## config.mk

```make
export PLATFORM = sky130hd
export DESIGN_NAME = alu_ctrl_flat
export DESIGN_NICKNAME = d
export VERILOG_FILES = /design/src/rtl/alu_ctrl_if.sv /design/src/rtl/alu_ctrl.sv /design/src/flat_wrapper.sv
export SDC_FILE = /design/constraint.sdc
export NUM_CORES = 1
export LEC_CHECK = 0
export ABC_CLOCK_PERIOD_IN_PS = 3850
export CORE_UTILIZATION = 40
export CTS_BUF_LIST = sky130_fd_sc_hd__clkbuf_2
export DETAILED_ROUTE_END_ITERATION = 8
export PLACE_DENSITY = 0.71
export RECOVER_POWER = 25
export SYNTH_ARGS = -nofsm -noshare
export SYNTH_HDL_FRONTEND = slang
export SYNTH_SLANG_ARGS = --single-unit
```

## constraint.sdc

```tcl
create_clock -name clk -period 3.85 [get_ports clk]
set_input_delay 0.5775 -clock clk [delete_from_list [all_inputs] [get_ports clk]]
set_output_delay 0.5775 -clock clk [all_outputs]
set_load 0.01 [all_outputs]
```

## src/rtl/alu_ctrl_if.sv

```systemverilog
// Command channel between the instruction decoder (master) and the ALU sequencer (slave).
// A command transfers on a rising edge where cmd_valid && cmd_ready; the payload is only meaningful while cmd_valid is high.
interface alu_ctrl_if;
  logic       cmd_valid;
  logic       cmd_ready;
  logic [3:0] cmd_op;
  logic [2:0] cmd_ra;
  logic [2:0] cmd_rb;
  logic [2:0] cmd_rd;

  modport master (
    output cmd_valid, cmd_op, cmd_ra, cmd_rb, cmd_rd,
    input  cmd_ready
  );

  modport slave (
    input  cmd_valid, cmd_op, cmd_ra, cmd_rb, cmd_rd,
    output cmd_ready
  );
endinterface

```

## src/rtl/alu_ctrl.sv

```systemverilog
// Sequencer for the 16-bit ALU: latches one command, drives register-file and ALU controls,
// owns the architectural carry flag and splits ADD32 into a low ADD pass and a high ADC pass.
module alu_ctrl (
  input  logic             clk,
  input  logic             rst,
  alu_ctrl_if.slave        cmd,
  output logic [2:0]       rf_raddr_a,
  output logic [2:0]       rf_raddr_b,
  output logic [2:0]       rf_waddr,
  output logic             rf_we,
  output logic [3:0]       alu_aluc,
  output logic             alu_cy_in,
  input  logic             alu_cy_out,
  output logic             carry,
  output logic             busy,
  output logic             done,
  output logic             err,
  output logic [1:0]       dbg_state_o
);

  localparam logic [1:0] S_IDLE    = 2'd0;
  localparam logic [1:0] S_EXEC    = 2'd1;
  localparam logic [1:0] S_EXEC_HI = 2'd2;
  localparam logic [1:0] S_DONE    = 2'd3;

  localparam logic [3:0] OP_ADD   = 4'd4;
  localparam logic [3:0] OP_ADC   = 4'd5;
  localparam logic [3:0] OP_LAST  = 4'd10;
  localparam logic [3:0] OP_CLC   = 4'd11;
  localparam logic [3:0] OP_SEC   = 4'd12;
  localparam logic [3:0] OP_ADD32 = 4'd13;

  logic [1:0] state_q, state_d;
  logic [3:0] op_q;
  logic [2:0] ra_q, rb_q, rd_q;
  logic       carry_q, carry_d;
  logic       ready;
  logic       accept;
  logic       we_c;

  assign ready         = (state_q == S_IDLE) && !rst;
  assign accept        = cmd.cmd_valid && ready;
  assign cmd.cmd_ready = ready;

  always_comb begin
    state_d    = state_q;
    carry_d    = carry_q;
    rf_raddr_a = 3'd0;
    rf_raddr_b = 3'd0;
    rf_waddr   = 3'd0;
    we_c       = 1'b0;
    alu_aluc   = 4'd0;
    case (state_q)
      S_IDLE: begin
        if (accept) state_d = S_EXEC;
      end
      S_EXEC: begin
        rf_raddr_a = ra_q;
        rf_raddr_b = rb_q;
        rf_waddr   = rd_q;
        state_d    = S_DONE;
        if (op_q <= OP_LAST) begin
          alu_aluc = op_q;
          we_c     = 1'b1;
          if (op_q == OP_ADD || op_q == OP_ADC) carry_d = alu_cy_out;
        end else if (op_q == OP_CLC) begin
          carry_d = 1'b0;
        end else if (op_q == OP_SEC) begin
          carry_d = 1'b1;
        end else if (op_q == OP_ADD32) begin
          alu_aluc = OP_ADD;
          we_c     = 1'b1;
          carry_d  = alu_cy_out;
          state_d  = S_EXEC_HI;
        end
      end
      S_EXEC_HI: begin
        // High word reads after the low write has landed, so rd aliasing ra+1/rb+1 sees the new value.
        rf_raddr_a = ra_q + 3'd1;
        rf_raddr_b = rb_q + 3'd1;
        rf_waddr   = rd_q + 3'd1;
        alu_aluc   = OP_ADC;
        we_c       = 1'b1;
        carry_d    = alu_cy_out;
        state_d    = S_DONE;
      end
      S_DONE: begin
        state_d = S_IDLE;
      end
      default: begin
        state_d = S_IDLE;
      end
    endcase
  end

  always_ff @(posedge clk) begin
    if (rst) begin
      state_q <= S_IDLE;
      carry_q <= 1'b0;
      op_q    <= 4'd0;
      ra_q    <= 3'd0;
      rb_q    <= 3'd0;
      rd_q    <= 3'd0;
    end else begin
      state_q <= state_d;
      carry_q <= carry_d;
      if (accept) begin
        op_q <= cmd.cmd_op;
        ra_q <= cmd.cmd_ra;
        rb_q <= cmd.cmd_rb;
        rd_q <= cmd.cmd_rd;
      end
    end
  end

  // Reset gates the write strobe so an aborted command cannot commit on the reset edge.
  assign rf_we       = we_c && !rst;
  assign alu_cy_in   = carry_q;
  assign carry       = carry_q;
  assign busy        = (state_q != S_IDLE) && !rst;
  assign done        = (state_q == S_DONE) && !rst;
  assign err         = done && (op_q > OP_ADD32);
  assign dbg_state_o = state_q;

endmodule

```

## src/flat_wrapper.sv

```systemverilog
// flat-port wrapper written by rule: the top's interface ports become plain ports
module alu_ctrl_flat 
  (clk, rst, rf_raddr_a, rf_raddr_b, rf_waddr, rf_we, alu_aluc, alu_cy_in, alu_cy_out, carry, busy, done, err, dbg_state_o, cmd_cmd_valid, cmd_cmd_op, cmd_cmd_ra, cmd_cmd_rb, cmd_cmd_rd, cmd_cmd_ready);
  alu_ctrl_if cmd_i ();
  input  logic clk;
  input  logic rst;
  output logic [2:0] rf_raddr_a;
  output logic [2:0] rf_raddr_b;
  output logic [2:0] rf_waddr;
  output logic rf_we;
  output logic [3:0] alu_aluc;
  output logic alu_cy_in;
  input  logic alu_cy_out;
  output logic carry;
  output logic busy;
  output logic done;
  output logic err;
  output logic [1:0] dbg_state_o;
  input wire logic [$bits(cmd_i.cmd_valid)-1:0] cmd_cmd_valid;
  input wire logic [$bits(cmd_i.cmd_op)-1:0] cmd_cmd_op;
  input wire logic [$bits(cmd_i.cmd_ra)-1:0] cmd_cmd_ra;
  input wire logic [$bits(cmd_i.cmd_rb)-1:0] cmd_cmd_rb;
  input wire logic [$bits(cmd_i.cmd_rd)-1:0] cmd_cmd_rd;
  output wire logic [$bits(cmd_i.cmd_ready)-1:0] cmd_cmd_ready;
  assign cmd_i.cmd_valid = cmd_cmd_valid;
  assign cmd_i.cmd_op = cmd_cmd_op;
  assign cmd_i.cmd_ra = cmd_cmd_ra;
  assign cmd_i.cmd_rb = cmd_cmd_rb;
  assign cmd_i.cmd_rd = cmd_cmd_rd;
  assign cmd_cmd_ready = cmd_i.cmd_ready;
  alu_ctrl u_core (.clk(clk), .rst(rst), .cmd(cmd_i), .rf_raddr_a(rf_raddr_a), .rf_raddr_b(rf_raddr_b), .rf_waddr(rf_waddr), .rf_we(rf_we), .alu_aluc(alu_aluc), .alu_cy_in(alu_cy_in), .alu_cy_out(alu_cy_out), .carry(carry), .busy(busy), .done(done), .err(err), .dbg_state_o(dbg_state_o));
endmodule
```

==> flow_summary_export.csv, run 1 <==
group,metric,value,unit
logic_synthesis,yosys_most_used_dff,"dfxtp_1",
logic_synthesis,syn-num-nets,159,
timing,setup_violations,0,
logic_synthesis,synth_top_area_share,26.0,%
setup_path,start_kind,"input port",
clock_tree,clk_latency,0.32,ns
logic_synthesis,ys_async_sr_fraction,0,%
placed_design,place_inst,193,
clock_tree,cts.sinks,16,
power,powerDensity,478,nW/um^2
power,p_sw_share,41.6,%
drt,route.detailed.drc,3,
clock_tree,numCtsBuffers,3,
logic_synthesis,synth_xor_area_share,0,%
timing,fin_skew,0.00874,ns
setup_path,end_kind,"flip-flop",
logic_synthesis,synth_compound_area_share,21.8,%
timing,slew_headroom,-43.3,%
timing,finalMaxSlewViolations,27,
finish,n_antenna_cell,0,
power,seq_power_share,35.9,%
drt,drtPass1Iterations,6,
grt,grt_antenna_before_repair,0,
logic_synthesis,ys_ff_latch,16,
grt,grt_max_degree,27,
placed_design,place_ws,1.19,ns
logic_synthesis,synth-adder-area-share,7.11,%
finish,fin_nets,191,
power,p_clk_share,11.2,%
timing,tightest_slew,2.15,ns
drt,postRouteAntennaNets,0,
placed_design,portBuffers,38,
power,power_frac_comb,52.9,%
logic_synthesis,synth_cell_types,41,
clock_tree,cts-root-buf,"clkbuf_2",
timing,rsz0062_at_grt,"false",
clock_tree,cts_tree,"done",
finish,syn_to_final_growth,26.1,%
drt,vias,1018,
floorplan,fp.coreArea,2830,um^2
drt,wirelength,2590,um
clock_tree,clockBufferDepth,2,
drt,drt_iter0_markers,23,
floorplan,die_width,57.5,um
power,p_int,434,uW
min_path,hp-class,"flip-flop to flip-flop",
logic_synthesis,syn_avg_cell_area,9.12,um^2
logic_synthesis,ys_seq_area_share,26.0,%
power,power_leakage,0.000622,uW
setup_path,critPathArrivalTime,3.28,ns
grt,grt_usage,16.7,%
logic_synthesis,synth_mux_area_share,4.37,%
drt,avgViaCountPerCell,5.17,
logic_synthesis,synth_top_cell_by_area,"dfxtp_1",
floorplan,ioPinCount,39,
grt,grt-ovfl-total,0,
timing,post-route-period-util,81.0,%
setup_path,criticalPathCategory,"input port to flip-flop",
setup_path,cp_max_fo,26,
job,drv_cap,1,
clock_tree,htree_levels,1,
clock_tree,clk_pin_slew,0.17,ns
finish,drive_gt1_share,23.5,%
clock_tree,post_cts_buffers,0,
logic_synthesis,yosys_warnings,0,
placed_design,gp_congestion,0.800,
grt,grt_first_pass_wirelength,4240,um
timing,timing.fmax,0.321,GHz
run_status,status,"finished with violations",
logic_synthesis,synth_area,1230,um^2
logic_synthesis,synthTopCellsByArea,"dfxtp_1 26%, o21ai_2 8.5%, ha_1 7.1%",
timing,timing.setup.tns,0,ns
logic_synthesis,synth_cells,135,
logic_synthesis,synth_edf_count,0,
logic_synthesis,synth_top_family_by_area,"simple AND/OR/NAND/NOR gates",
floorplan,die_h,57.5,um
power,p_sw,309,uW
timing,period_minus_slack,3.12,ns
run_status,violations,"design-rule violations, max-capacitance violations, max-slew violations",
logic_synthesis,yosys.area_share.simple,29.6,%
clock_tree,cts_hold_repair.buffers,0,
floorplan,dieArea,3300,um^2
floorplan,start_util,43.5,%
power,vdd_ir_drop_max,0.212,mV
grt,grt_pass1_vias,979,
clock_tree,cts-resized-gates,0,
placed_design,dp_hpwl,1890,um
drt,wl_per_cell,13.2,um
finish,fin_cells,197,
timing,worst_slack,0.730,ns
setup_path,worstPathRequired,4.01,ns
floorplan,rows,19,
timing,hold_violations,0,
-- Yosys cell counts, types with 3 or more instances --
| master | count |
|---|---|
| a211oi_1 | 3 |
| a21oi_1 | 3 |
| a22o_1 | 3 |
| dfxtp_1 | 16 |
| ha_1 | 7 |
| inv_1 | 5 |
| mux2_2 | 3 |
| nand2_1 | 10 |
| nand2_2 | 10 |
| nand2_4 | 3 |
| nand2b_1 | 13 |
| nor2_1 | 3 |
| o21ai_0 | 9 |
| o21ai_2 | 12 |
-- cell usage in the layout, fill, tap and decap left out, drive strengths merged, types with 4 or more instances in the layout --
cell / n
clkbuf: 4
o21ai: 22
nand2b: 14
ha: 7
clkdlybuf4s50: 38
inv: 5
nand2: 23
nor2: 4
dfxtp: 16
-- cell type report --
class	instances	area [um^2]
Multi-Input combinational cell	102	772
Inverter	5	18.8
Clock buffer	3	15.0
Tap cell	31	38.8
Sequential cell	16	320
Clock inverter	1	3.75
Fill cell	278	1280
Timing Repair Buffer	39	384
-- flip-flops by register name (all words and copies together) (netlist names) --
name and cells:
u_core.rb_q 3, u_core.alu_cy_in 1, u_core.rd_q 3, u_core.op_q 4, u_core.dbg_state_o 2, u_core.ra_q 3
-- worst max-delay path, cell delays in order --
cell,delay [ns]
clkdlybuf4s50_1,0.39
clkbuf_1,0.35
nor2b_4,0.21
and2_0,1.59
o21ai_2,0.14
-- cells by family after synthesis --
| kind of cell | after synthesis |
|---|---|
| fa+ha+maj | 7 |
| flops | 16 |
| simple gates | 55 |
| mux | 5 |
| buf+inv | 17 |
| compound gates | 35 |
-- per-layer routing --
layer / vias to the layer above / part of all wire (%) / global-route usage, %
met5: - / 0 / 0
met3: 5 / 4.5 / 2.72
met2: 28 / 49 / 28.7
met4: 0 / 1.5 / 7.67
li1: 524 / - / -
met1: 461 / 45 / 20.2
-- worst paths after layout --
check	from	end	slack, ns	cells after the start
max	rst	u_core.rb_q[1]	0.73	5
max reg2reg	u_core.dbg_state_o[0]	u_core.rb_q[1]	1.03	5
min reg2reg	u_core.ra_q[2]	u_core.ra_q[2]	0.50	2
min	u_core.ra_q[2]	u_core.ra_q[2]	0.50	2
-- power groups by stage --
stage | Clock (uW) | Combinational (uW) | Sequential [uW]
3_5_place_dp | 0 | 396 | 270
5_1_grt | 91.6 | 427 | 276
4_1_cts | 86.7 | 398 | 266
2_1_floorplan | 0 | 304 | 244
3_3_place_gp | 0 | 382 | 266
6_report | 83.2 | 392 | 267
-- through the flow --
stage / hold slack (ns) / area [um^2] / util [%] / total power (uW)
4_1_cts: 0.504 / 1560 / 55.1 / 751
5_1_grt: 0.530 / 1550 / 54.9 / 795
3_3_place_gp: 0.480 / 1540 / 54.4 / 648
3_5_place_dp: 0.477 / 1540 / 54.4 / 666
6_report: 0.501 / 1550 / 54.9 / 743
2_1_floorplan: 0.464 / 1230 / - / 548
(Power assumes the default switching activity.)
==> run 2, diff against run 1 <==
ABC_CLOCK_PERIOD_IN_PS = 2670   (was 3850)
PLACE_DENSITY = 0.73   (was 0.71)
clock period = 2.67 ns   (was 3.85 ns; I/O delays follow)
==> flow_summary_export.csv, run 2 (synthesis gave the netlist of run 1 again) <==
group,metric,value,unit
placed_design,place_inst,193,
drt,wirelength,2450,um
min_path,min_delay_path_depth,1,
finish,final_common_cell,"clkdlybuf4s50_1",
setup_path,worstPathRequired,2.27,ns
placed_design,portBuffers,38,
drt,drt_iter0_markers,11,
clock_tree,cts-root-buf,"clkbuf_2",
setup_path,ff2ff_setup_slack,1.13,ns
clock_tree,cts.sinks,16,
floorplan,die_width,57.5,um
timing,finalMaxSlewViolations,0,
grt,grt_first_pass_wirelength,4240,um
drt,postRouteAntennaNets,0,
grt,grt_max_degree,27,
timing,timing.setup.tns,0,ns
timing,fin_hold_ws,0.493,ns
floorplan,start_util,43.5,%
finish,fin_cells,197,
timing,slew_headroom,70.3,%
finish,n_antenna_cell,0,
run_status,violations,"design-rule violations",
finish,largest_register,"u_core.op_q",
setup_path,cp_max_fo,7,
clock_tree,clk_pin_slew,0.15,ns
finish,drive_gt1_share,27.1,%
floorplan,ioPinCount,39,
timing,post-route-period-util,97.9,%
power,powerDensity,677,nW/um^2
finish,fin_nets,191,
floorplan,rows,19,
job,drv_cap,0,
clock_tree,numCtsBuffers,3,
drt,vias,1011,
clock_tree,htree_levels,1,
power,vdd_ir_drop_max,0.316,mV
timing,worst_slack,0.0548,ns
clock_tree,cts_tree,"done",
clock_tree,clk_latency,0.28,ns
run_status,status,"finished with violations",
placed_design,gp_congestion,0.851,
placed_design,place_ws,0.255,ns
floorplan,fp.coreArea,2830,um^2
min_path,holdCritStartpoint,"u_core.dbg_state_o[0]",
setup_path,cp-startpoint,"u_core.dbg_state_o[1]",
setup_path,timing.rr.start,"u_core.dbg_state_o[0]",
grt,grt_pass1_vias,964,
grt,grt_antenna_before_repair,0,
timing,period_minus_slack,2.62,ns
clock_tree,clockBufferDepth,2,
timing,timing.fmax,0.382,GHz
clock_tree,cts_hold_repair.buffers,0,
setup_path,critPathArrivalTime,2.21,ns
timing,tightest_slew,0.445,ns
drt,wl_per_cell,12.4,um
setup_path,start_kind,"flip-flop",
timing,hold_violations,0,
setup_path,end_kind,"primary output",
timing,fin_skew,0.00458,ns
finish,syn_to_final_growth,27.6,%
finish,final_cell_mix,"36 x clkdlybuf4s50_1, 14 x dfxtp_1, 13 x nand2b_1",
timing,rsz0062_at_grt,"true",
power,power_leakage,0.000668,uW
drt,avgViaCountPerCell,5.13,
placed_design,dp_hpwl,1870,um
drt,drtPass1Iterations,6,
floorplan,dieArea,3300,um^2
floorplan,die_h,57.5,um
finish,num-fill-cells,271,
finish,largest_register_ffs,4,
setup_path,worstReg2RegEnd,"u_core.op_q[0]",
drt,route.detailed.drc,1,
min_path,hold_end,"u_core.dbg_state_o[0]",
setup_path,criticalPathCategory,"flip-flop to primary output",
grt,grt-ovfl-total,0,
grt,grt_usage,16.2,%
timing,setup_violations,0,
setup_path,reg2regPathDepth,6,
min_path,hp-class,"flip-flop to flip-flop",
## run 2: where the power goes
part	leakage (uW)	total, uW	switching [uW]	internal [uW]
Sequential	0.000133	387	83.9	303
Clock	0.0000140	109	75.9	32.6
Combinational	0.000521	568	271	297
## run 2: what timing repair did
action / 4_1_cts / 5_1_grt
resized for setup: 4 / 4
setup endpoints to repair: 5 / 4
cloned: 0 / 0
buffers inserted: 0 / 0
hold endpoints to repair: 0 / 0
## run 2: layout make-up
cell class	instances	area (um^2)	share of cell area [%]
Multi-Input combinational cell	102	777	49.4
Timing Repair Buffer	39	393	25.0
Sequential cell	16	325	20.7
Tap cell	31	38.8	2.47
Inverter	5	18.8	1.19
Clock buffer	3	15.0	0.955
Clock inverter	1	3.75	0.239
## run 2: critical path: stages (launching register included)
cell and delay (ns):
dfxtp_2 0.40, inv_1 0.07, ha_1 0.36, and2_2 0.26
o21ai_1 0.09, a21oi_1 0.19, clkdlybuf4s50_1 0.57
## run 2: metrics by stage
step / power (uW) / util [%] / area (um^2)
after detailed placement: 954 / 54.4 / 1540
after CTS: 1070 / 55.3 / 1560
after global routing: 1140 / 55.6 / 1570
after floorplan: 791 / - / 1230
final: 1060 / 55.6 / 1570
after global placement: 936 / 54.4 / 1540
## run 2: metal layers
layer,vias up,track usage (%),wire length [um]
met2,32,26.1,1120
li1,522,-,-
met5,-,0,0
met4,0,5.23,9
met3,2,2.72,156
met1,455,22.1,1160
## run 2: worst max path at each step
stage	cells past startpoint	end	slack [ns]
floorplan	6	rf_raddr_a[2]	0.76
detailed placement	6	rf_we	0.26
finish	6	rf_we	0.05
CTS	6	rf_we	0.05
global placement	6	rf_we	0.33
global route	6	rf_we	-0.06
